File: src/rtl/serial_link_top.sv
// Full-duplex serial link endpoint: FIFO-buffered TX serialiser and 2-flop-synchronised RX deserialiser.
// Define SERIAL_PARITY_EN to add an even-parity bit between the data and stop bits.
module serial_link_top #(
    parameter int WIDTH_BYTE   = 8,
    parameter int WORDS        = 8,
    parameter int CLKS_PER_BIT = 16
) (
    input  logic                         clk,
    input  logic                         rst,
    input  logic [2*WIDTH_BYTE-1:0]      i_a,
    input  logic                         i_a_valid,
    output logic                         o_a_ready,
    output logic                         o_tx_0,
    output logic                         o_tx_busy,
    output logic [$clog2(WORDS+1)-1:0]   o_level,
    input  logic                         i_rx_0,
    output logic [2*WIDTH_BYTE-1:0]      o_a,
    output logic                         o_a_valid,
    output logic                         o_frame_err
);
    localparam int W    = 2 * WIDTH_BYTE;
    localparam int CW   = $clog2(WORDS + 1);
    localparam int AW   = $clog2(WORDS);
    localparam int CNTW = $clog2(CLKS_PER_BIT);
    localparam int BW   = $clog2(W);
    localparam logic [CNTW-1:0] BIT_LAST  = CNTW'(CLKS_PER_BIT - 1);
    localparam logic [CNTW-1:0] HALF_LAST = CNTW'(CLKS_PER_BIT / 2 - 1);
    localparam logic [BW-1:0]   DATA_LAST = BW'(W - 1);

    typedef enum logic [2:0] {TX_IDLE, TX_START, TX_DATA, TX_PARITY, TX_STOP} tx_state_t;
    typedef enum logic [2:0] {RX_IDLE, RX_START, RX_DATA, RX_PARITY, RX_STOP, RX_WAIT_HIGH} rx_state_t;

    // ---------------- TX FIFO ----------------
    logic [W-1:0]  mem_q [WORDS];
    logic [AW-1:0] wr_ptr_q, rd_ptr_q;
    logic [CW-1:0] level_q, level_d;
    logic          push, pop, fifo_empty;

    assign o_a_ready  = (level_q < CW'(WORDS));
    assign push       = i_a_valid && o_a_ready;
    assign fifo_empty = (level_q == '0);
    assign o_level    = level_q;

    always_ff @(posedge clk) begin
        if (push) mem_q[wr_ptr_q] <= i_a;
    end

    always_comb begin
        level_d = level_q;
        case ({push, pop})
            2'b10:   level_d = level_q + 1'b1;
            2'b01:   level_d = level_q - 1'b1;
            default: level_d = level_q;
        endcase
    end

    always_ff @(posedge clk or negedge rst) begin
        if (!rst) begin
            wr_ptr_q <= '0;
            rd_ptr_q <= '0;
            level_q  <= '0;
        end else begin
            if (push) wr_ptr_q <= wr_ptr_q + 1'b1;
            if (pop)  rd_ptr_q <= rd_ptr_q + 1'b1;
            level_q <= level_d;
        end
    end

    // ---------------- TX FSM ----------------
    tx_state_t       tx_state_q, tx_state_d;
    logic [CNTW-1:0] tx_cnt_q, tx_cnt_d;
    logic [BW-1:0]   tx_bit_q, tx_bit_d;
    logic [W-1:0]    tx_shift_q, tx_shift_d;
    logic            tx_line_q, tx_line_d;
    logic            tx_bit_end;
`ifdef SERIAL_PARITY_EN
    logic            tx_par_q, tx_par_d;
`endif

    assign tx_bit_end = (tx_cnt_q == BIT_LAST);
    assign o_tx_busy  = (tx_state_q != TX_IDLE);
    assign o_tx_0     = tx_line_q;

    // Line is registered from the current state, so it trails the FSM by one cycle.
    always_comb begin
        tx_state_d = tx_state_q;
        tx_cnt_d   = tx_cnt_q;
        tx_bit_d   = tx_bit_q;
        tx_shift_d = tx_shift_q;
        tx_line_d  = 1'b1;
        pop        = 1'b0;
`ifdef SERIAL_PARITY_EN
        tx_par_d   = tx_par_q;
`endif
        case (tx_state_q)
            TX_IDLE: pop = !fifo_empty;
            TX_START: begin
                tx_line_d = 1'b0;
                tx_cnt_d  = tx_cnt_q + 1'b1;
                if (tx_bit_end) begin
                    tx_cnt_d   = '0;
                    tx_bit_d   = '0;
                    tx_state_d = TX_DATA;
                end
            end
            TX_DATA: begin
                tx_line_d = tx_shift_q[0];
                tx_cnt_d  = tx_cnt_q + 1'b1;
                if (tx_bit_end) begin
                    tx_cnt_d   = '0;
                    tx_shift_d = tx_shift_q >> 1;
                    tx_bit_d   = tx_bit_q + 1'b1;
`ifdef SERIAL_PARITY_EN
                    if (tx_bit_q == DATA_LAST) tx_state_d = TX_PARITY;
`else
                    if (tx_bit_q == DATA_LAST) tx_state_d = TX_STOP;
`endif
                end
            end
`ifdef SERIAL_PARITY_EN
            TX_PARITY: begin
                tx_line_d = tx_par_q;
                tx_cnt_d  = tx_cnt_q + 1'b1;
                if (tx_bit_end) begin
                    tx_cnt_d   = '0;
                    tx_state_d = TX_STOP;
                end
            end
`endif
            TX_STOP: begin
                tx_cnt_d = tx_cnt_q + 1'b1;
                if (tx_bit_end) begin
                    tx_cnt_d   = '0;
                    tx_state_d = TX_IDLE;
                    pop        = !fifo_empty;
                end
            end
            default: tx_state_d = TX_IDLE;
        endcase
        if (pop) begin
            tx_shift_d = mem_q[rd_ptr_q];
            tx_cnt_d   = '0;
            tx_state_d = TX_START;
`ifdef SERIAL_PARITY_EN
            tx_par_d   = ^mem_q[rd_ptr_q];
`endif
        end
    end

    always_ff @(posedge clk or negedge rst) begin
        if (!rst) begin
            tx_state_q <= TX_IDLE;
            tx_cnt_q   <= '0;
            tx_bit_q   <= '0;
            tx_shift_q <= '0;
            tx_line_q  <= 1'b1;
`ifdef SERIAL_PARITY_EN
            tx_par_q   <= 1'b0;
`endif
        end else begin
            tx_state_q <= tx_state_d;
            tx_cnt_q   <= tx_cnt_d;
            tx_bit_q   <= tx_bit_d;
            tx_shift_q <= tx_shift_d;
            tx_line_q  <= tx_line_d;
`ifdef SERIAL_PARITY_EN
            tx_par_q   <= tx_par_d;
`endif
        end
    end

    // ---------------- RX path ----------------
    logic [1:0]      rx_sync_q;
    logic            rx_s, rx_par_good;
    rx_state_t       rx_state_q, rx_state_d;
    logic [CNTW-1:0] rx_cnt_q, rx_cnt_d;
    logic [BW-1:0]   rx_bit_q, rx_bit_d;
    logic [W-1:0]    rx_shift_q, rx_shift_d;
    logic [W-1:0]    a_q, a_d;
    logic            a_valid_q, a_valid_d, ferr_q, ferr_d;
`ifdef SERIAL_PARITY_EN
    logic            rx_par_ok_q, rx_par_ok_d;
    assign rx_par_good = rx_par_ok_q;
`else
    assign rx_par_good = 1'b1;
`endif

    assign rx_s        = rx_sync_q[1];
    assign o_a         = a_q;
    assign o_a_valid   = a_valid_q;
    assign o_frame_err = ferr_q;

    always_comb begin
        rx_state_d = rx_state_q;
        rx_cnt_d   = rx_cnt_q + 1'b1;
        rx_bit_d   = rx_bit_q;
        rx_shift_d = rx_shift_q;
        a_d        = a_q;
        a_valid_d  = 1'b0;
        ferr_d     = 1'b0;
`ifdef SERIAL_PARITY_EN
        rx_par_ok_d = rx_par_ok_q;
`endif
        case (rx_state_q)
            RX_IDLE: begin
                rx_cnt_d = '0;
                if (!rx_s) rx_state_d = RX_START;
            end
            RX_START: if (rx_cnt_q == HALF_LAST) begin
                rx_cnt_d   = '0;
                rx_bit_d   = '0;
                rx_state_d = rx_s ? RX_IDLE : RX_DATA;
            end
            RX_DATA: if (rx_cnt_q == BIT_LAST) begin
                rx_cnt_d   = '0;
                rx_shift_d = {rx_s, rx_shift_q[W-1:1]};
                rx_bit_d   = rx_bit_q + 1'b1;
`ifdef SERIAL_PARITY_EN
                if (rx_bit_q == DATA_LAST) rx_state_d = RX_PARITY;
`else
                if (rx_bit_q == DATA_LAST) rx_state_d = RX_STOP;
`endif
            end
`ifdef SERIAL_PARITY_EN
            RX_PARITY: if (rx_cnt_q == BIT_LAST) begin
                rx_cnt_d    = '0;
                rx_par_ok_d = (rx_s == ^rx_shift_q);
                rx_state_d  = RX_STOP;
            end
`endif
            RX_STOP: if (rx_cnt_q == BIT_LAST) begin
                rx_cnt_d   = '0;
                rx_state_d = RX_IDLE;
                if (!rx_s) begin
                    ferr_d     = 1'b1;
                    rx_state_d = RX_WAIT_HIGH;
                end else if (!rx_par_good) begin
                    ferr_d = 1'b1;
                end else begin
                    a_d       = rx_shift_q;
                    a_valid_d = 1'b1;
                end
            end
            RX_WAIT_HIGH: begin
                rx_cnt_d = '0;
                if (rx_s) rx_state_d = RX_IDLE;
            end
            default: rx_state_d = RX_IDLE;
        endcase
    end

    always_ff @(posedge clk or negedge rst) begin
        if (!rst) begin
            rx_sync_q  <= 2'b11;
            rx_state_q <= RX_IDLE;
            rx_cnt_q   <= '0;
            rx_bit_q   <= '0;
            rx_shift_q <= '0;
            a_q        <= '0;
            a_valid_q  <= 1'b0;
            ferr_q     <= 1'b0;
`ifdef SERIAL_PARITY_EN
            rx_par_ok_q <= 1'b1;
`endif
        end else begin
            rx_sync_q  <= {rx_sync_q[0], i_rx_0};
            rx_state_q <= rx_state_d;
            rx_cnt_q   <= rx_cnt_d;
            rx_bit_q   <= rx_bit_d;
            rx_shift_q <= rx_shift_d;
            a_q        <= a_d;
            a_valid_q  <= a_valid_d;
            ferr_q     <= ferr_d;
`ifdef SERIAL_PARITY_EN
            rx_par_ok_q <= rx_par_ok_d;
`endif
        end
    end
endmodule

File: config.mk
export PLATFORM = sky130hd
export DESIGN_NAME = serial_link_top
export DESIGN_NICKNAME = d
export VERILOG_FILES = /design/src/rtl/serial_link_top.sv
export SDC_FILE = /design/constraint.sdc
export NUM_CORES = 1
export LEC_CHECK = 0
export ABC_CLOCK_PERIOD_IN_PS = 7500
export BUFFER_PORTS_ARGS = -buffer_cell sky130_fd_sc_hd__buf_2
export CAP_MARGIN = 20
export CELL_PAD_IN_SITES_DETAIL_PLACEMENT = 1
export CELL_PAD_IN_SITES_GLOBAL_PLACEMENT = 1
export CORE_AREA = 4 4 145 147
export DETAILED_ROUTE_END_ITERATION = 12
export DIE_AREA = 0 0 149 151
export GPL_ROUTABILITY_DRIVEN = 1
export PLACE_DENSITY = 0.73
export SYNTH_ARGS = -nofsm -noshare
export SYNTH_HDL_FRONTEND = slang
export SYNTH_SLANG_ARGS = --single-unit
File: constraint.sdc
create_clock -name clk -period 7.5 [get_ports clk]
set_input_delay 0.375 -clock clk [delete_from_list [all_inputs] [get_ports clk]]
set_output_delay 0.375 -clock clk [all_outputs]
set_load 0.1 [all_outputs]
## Word-level counts from Yosys, hierarchy flattened

Memories as Yosys holds them, arrays and structs flattened.
Cells that the tools add are included.

- Add/subtract/negate cells: 8
- $lt $le $gt $ge: 1
- Eq/ne operators: 27
- Multiplexer cells: 42
- Reduce and logical (&&, ||, !) cells: 22

Operators with widths:

| operator | count |
|---|---|
| 16-bit 2-to-1 mux | 3 |
| 3-bit 2-to-1 mux | 12 |
| 4-bit 2-to-1 mux | 9 |
| 4-bit one-hot mux with 2 select lines | 3 |
| 4-bit by 1-bit adder with 4-bit output, second input constant | 5 |
| 2-bit != test, second input constant | 9 |
| 4-bit equality test, second input constant | 4 |
| 3-bit one-hot mux with 5 select lines | 1 |
| 3-bit != test, second input constant | 4 |
| 3-bit one-hot mux with 4 select lines | 1 |
| 4-bit one-hot mux with 3 select lines | 1 |
| 2-bit nonzero test | 6 |
| 3-bit equality test, second input constant | 3 |
| 1-bit 2-to-1 mux | 9 |
| 3-bit AND reduction | 3 |
| 3-bit by 1-bit adder with 3-bit output, second input constant | 2 |
| 3-bit by 1-bit equality test with 1-bit output, second input constant | 2 |
| 3-bit by 2-bit equality test with 1-bit output, second input constant | 2 |
| 3-bit zero test | 2 |
| 6-bit AND reduction | 1 |
| 5-bit AND reduction | 1 |
| 4-bit by 3-bit equality test with 1-bit output, second input constant | 1 |
| 4-bit zero test | 1 |
| 4-bit less-than comparator, second input constant | 1 |
| other kinds (11) | 14 |

- Register bits after elaboration: 85
- Memory bits (writable): 128
- Input bits: 20
- Output and inout port bits: 25
- Memories kept: 1

Memories:

| name | depth | width | rd ports | clocked after memory_dff | wr ports | RTL line | text |
|---|---|---|---|---|---|---|---|
| mem_q | 8 | 16 | 1 | 0 | 1 | 34 | `logic [W-1:0] mem_q [WORDS];` |

## Depth between registers and ports, before layout

- Depth in word-level cells: 6
- Depth in mapped cells: 12

## Worst setup path before layout

Ideal clock, no wire load.

- Path type: reg2reg
- Start point: register level_q[1] (netlist: o_level[1])
- End point: register level_q[2] (netlist: o_level[2])
- Arrival: 3251 ps
- Required time: 7336 ps
- Slack: 4085 ps
- Stages on the path, launching flop included: 13
- Buffers on the path: 3
- Clock period less this slack: 3415 ps
- Path through: dfrtp_1 -> clkbuf_1 -> nor4_1 -> a2111oi_2 -> clkbuf_1 -> ha_1 -> clkbuf_1 -> xor2_1 -> ha_1 -> a21oi_1 -> xor2_1 -> nor2_1 -> xor2_1

- Longest elaborated chain between the ends: 6

RTL lines:

| element | RTL line | text |
|---|---|---|
| start: declaration | 36 | `logic [CW-1:0] level_q, level_d;` |
| start signal: assignment | 65 | `level_q <= level_d;` |
| 4-bit zero test | 41 | `assign fifo_empty = (level_q == '0);` |
| 1-bit zero test | 96, 135 |  |
| 1-bit 2-to-1 mux | 132 | `if (tx_bit_end) begin` |
| 1-bit one-hot mux with 2 select lines | 95 | `case (tx_state_q)` |
| 2-bit by 1-bit equality test with 1-bit output / 2-bit equality test (equally long branches) | 50 | `case ({push, pop})` |
| 4-bit one-hot mux with 2 select lines / 2-bit nonzero test (equally long branches) | - |  |

Several ways; a longest one is shown, not always the timed one.
A chain may end at the register's enable or synchronous reset.

## Final worst setup path

- Start point: register tx_cnt_q[0]
- End point: register level_q[2] (netlist: o_level[2])

- Longest elaborated chain between the ends: 5

RTL lines:

| element | RTL line | text |
|---|---|---|
| start: declaration | 71 | `logic [CNTW-1:0] tx_cnt_q, tx_cnt_d;` |
| start signal: assignment | 162 | `tx_cnt_q <= tx_cnt_d;` |
| 4-bit equality test (*) | 80 | `assign tx_bit_end = (tx_cnt_q == BIT_LAST);` |
| 1-bit 2-to-1 mux (*) | 132 |  |
| 1-bit one-hot mux with 2 select lines (*) | 95 |  |
| 2-bit by 1-bit equality test with 1-bit output / 2-bit equality test (equally long branches) | 50 |  |
| 4-bit one-hot mux with 2 select lines / 2-bit nonzero test (equally long branches) | - |  |

Every way passes the cells marked *; elsewhere a longest branch is shown, timed or not.

==> results by group <==
Outcome
  • Run status: completed

Global routing
  • First-pass GRT wire length: 28300 um
  • Largest net degree at the start of global routing: 67
  • GRT Total Usage: 16.0%
  • Initial antenna violation count: 0
  • Vias in the first global route: 5151
  • Remaining global-route overflow: 0

Floorplanning
  • Die ar.: 22500 sq um
  • CORE AREA: 19900 sq um
  • Cell row count: 52
  • I/O pin cnt: 45
  • Die H: 151 um
  • Die W: 149 um
  • Starting Density: 43.9%

Route
  • DRT Pass-1 Iters: 4
  • Final WL: 17400 um
  • Routed via count: 4640
  • Initial DRC count: 268
  • Wire per inst: 20.2 um
  • Post-DRT Antenna Nets: 0
  • DRC Markers: 0
  • Post-DR vias/cell: 5.38

Setup path
  • Worst Path Required: 7890 ps
  • CP max stage cell: dfrtp_1
  • Max incr delay on CP: 400 ps
  • Worst setup path category: reg -> reg
  • Cell Chain, Critical Path: ha_1, nand3_1, a2111oi_4, buf_4, ha_1, xor2_1, ha_1, a21oi_1, xor2_1, nor2_1, xor2_1
  • Critical Path Sink Type: flip-flop
  • Worst-path maximum fanout: 41
  • Startpoint types: flip-flop
  • CP arrival: 3500 ps

Synth
  • XOR/XNOR Fraction of Synth Area: 1.71%
  • Netlist Area Pre-Place: 8730 sq um
  • Combinational family with the most area after synthesis: multiplexers
  • Warnings from Yosys: 0
  • Count of cell types in the netlist: 50
  • Cells after Synth: 527
  • Syn Nets: 556
  • Post-synth top area cell: edfxtp_1
  • Register area share after synthesis: 68.4%
  • Mux share of post-synthesis cell area: 16.9%
  • Post-Synth Simple-Gate Area: 5.96%
  • Primary FF master, synth: edfxtp_1
  • Register bit count reported by yosys: 213
  • Asr flop ratio synth: 39.9%
  • Synth Area in Compound Gates: 3.77%
  • Synth area leaders: edfxtp_1 44%, dfrtp_1 23%, mux4_2 8.3%
  • Synth Area per Inst: 16.6 sq um
  • Adder-Cell Fraction of Synth Area: 1.29%
  • Yosys top cell area share: 44.0%
  • EDFF count, synth: 128

Place
  • HPWL Detailed: 10800 um
  • PortBufs: 44
  • Placer Congestion: 0.762
  • Placed Instances: 818

CTS
  • CTS tree: done
  • Resize count post-CTS: 0
  • Clock-pin slew on the worst setup and hold paths: 60 ps
  • CTS Root Cell: clkbuf_16
  • H-tree depth: 1
  • Clock buffer depth: 3
  • CTS buffer count: 24
  • Total clock sinks: 213
  • Worst skew pair latency: 510 ps

Timing
  • Tcrit/Tclk final: 41.5%
  • RSZ-0062 raised after global routing: no
  • Final slew viol count: 0
  • TNS Setup: 0 ps
  • Final Hold Viols: 0
  • Fmax achieved: 321 MHz
  • Worst slew pin tran: 1110 ps
  • Final Setup Violations: 0
  • Final clock skew: 16.0 ps
  • Max-slew headroom: 25.7%
  • Crit path time final: 3120 ps

Finish
  • Commonest non-fill, non-tap cell in the layout: edfxtp_1
  • Fin util: 50.3%
  • Fillcell total: 1927
  • Final non-filler cell total: 862
  • ANT cells: 0
  • P&R area growth vs syn: 14.6%
  • Layout cells sized above 1: 31.1%
  • Nets: 606
  • Most frequent cells in the layout: 128 x edfxtp_1, 81 x dfrtp_1, 43 x buf_2

Min path
  • Hold Path Class: in -> reg

Power
  • Leak pwr: 0.00378 uW
  • Pwr Density: 293 nW/um^2
  • Peak supply drop: 0.000211 V

Flow run
  • Max cap viols: 0
[Yosys cell counts (3+ instances only)]
master and instances:
nand2b_1 6, buf_2 8, mux2_4 9, mux2_2 41
xnor2_1 8, nand3_1 7, or3_1 4, mux4_2 32
edfxtp_1 128, nand2_1 31, dfrtp_1 82, nand4b_1 3
inv_1 8, ha_1 9, a21oi_1 10, xor2_1 9
nor2_1 15, dfstp_2 3, o21ai_0 30, nor2b_1 5
a21o_1 3, nand4_1 3, mux2i_1 16, nor4_1 5
nor3_1 6, clkbuf_1 15
[cell families (layout without fill, tap and decap cells)]
logic type / count (synthesis) / after routing
simple gates: 99 / 99
compound gates: 56 / 56
fa+ha+maj: 9 / 9
buf+inv: 35 / 100
xor+xnor: 17 / 17
flops: 213 / 213
mux: 98 / 98
[cell type report]
cell class | count | area (sq um) | area share, %
Sequential cell | 213 | 5980 | 59.7
Multi-Input combinational cell | 279 | 2640 | 26.4
Clock buffer | 29 | 639 | 6.39
Tap cell | 270 | 338 | 3.38
Timing Repair Buffer | 51 | 288 | 2.88
Clock inverter | 12 | 97.6 | 0.975
Inverter | 8 | 30.0 | 0.300
[routing by layer]
metal | share of wire [%] | vias up | global-route usage (%)
li1 | - | 2105 | -
met1 | 42 | 2429 | 20.4
met2 | 53 | 81 | 28.7
met3 | 3.6 | 25 | 2.96
met4 | 1.7 | 0 | 3.66
met5 | 0 | - | 0
[timing repair]
action | 4_1_cts | 5_1_grt
buffers inserted | 0 | 0
endpoints found under the hold margin | 19 | 0
hold buffers | 2 | 0
[registers in the layout, summed over array words and instances (netlist names), 2 cells and up]
register / flops
mem_q: 128
o_a: 16
o_level: 4
rd_ptr_q: 3
rx_bit_q: 4
rx_cnt_q: 4
rx_shift_q: 16
rx_state_q: 3
rx_sync_q: 2
tx_bit_q: 4
tx_cnt_q: 4
tx_shift_q: 16
tx_state_q: 3
wr_ptr_q: 3
[metrics by stage]
step,area (sq um),hold slack [ps],setup WS (ps),power [uW]
floorplan,8730,79.4,4080,1730
global placement,9240,275,4670,1830
detailed placement,9240,280,4410,1870
CTS,9990,110,4350,2960
global route,10000,123,4170,3060
finish,10000,127,4380,2930
[power breakdown]
| part | switching, uW | internal [uW] | leakage, uW |
|---|---|---|---|
| logic | 274 | 117 | 0.00116 |
| clock network | 448 | 639 | 0.000361 |
| registers | 81.4 | 1370 | 0.00226 |
| total | 804 | 2130 | 0.00378 |
[path summary, 6_finish.rpt]
check | from | slack (ps) | depth (start not counted) | to
max | tx_cnt_q[0] | 4380 | 11 | o_level[2]
max in group asynchronous | rst | 6060 | 3 | rd_ptr_q[1]
min reg2reg | rx_sync_q[0] | 360 | 0 | rx_sync_q[1]
max reg2reg | tx_cnt_q[0] | 4380 | 11 | o_level[2]
min in group asynchronous | rst | 300 | 2 | wr_ptr_q[1]
min | i_a[5] | 130 | 1 | mem_q[4][5]
[worst max-delay path, delay by kind of cell, from the launching register on]
family | cells | cell delay (ps)
flip-flops | 1 | 400
AND/OR/NAND/NOR | 2 | 300
XOR/XNOR | 3 | 490
adder cells (fa/ha/maj) | 3 | 870
AO/OA/AOI/OAI | 2 | 540
buffers and inverters | 1 | 390
(Power assumes the default switching activity.)
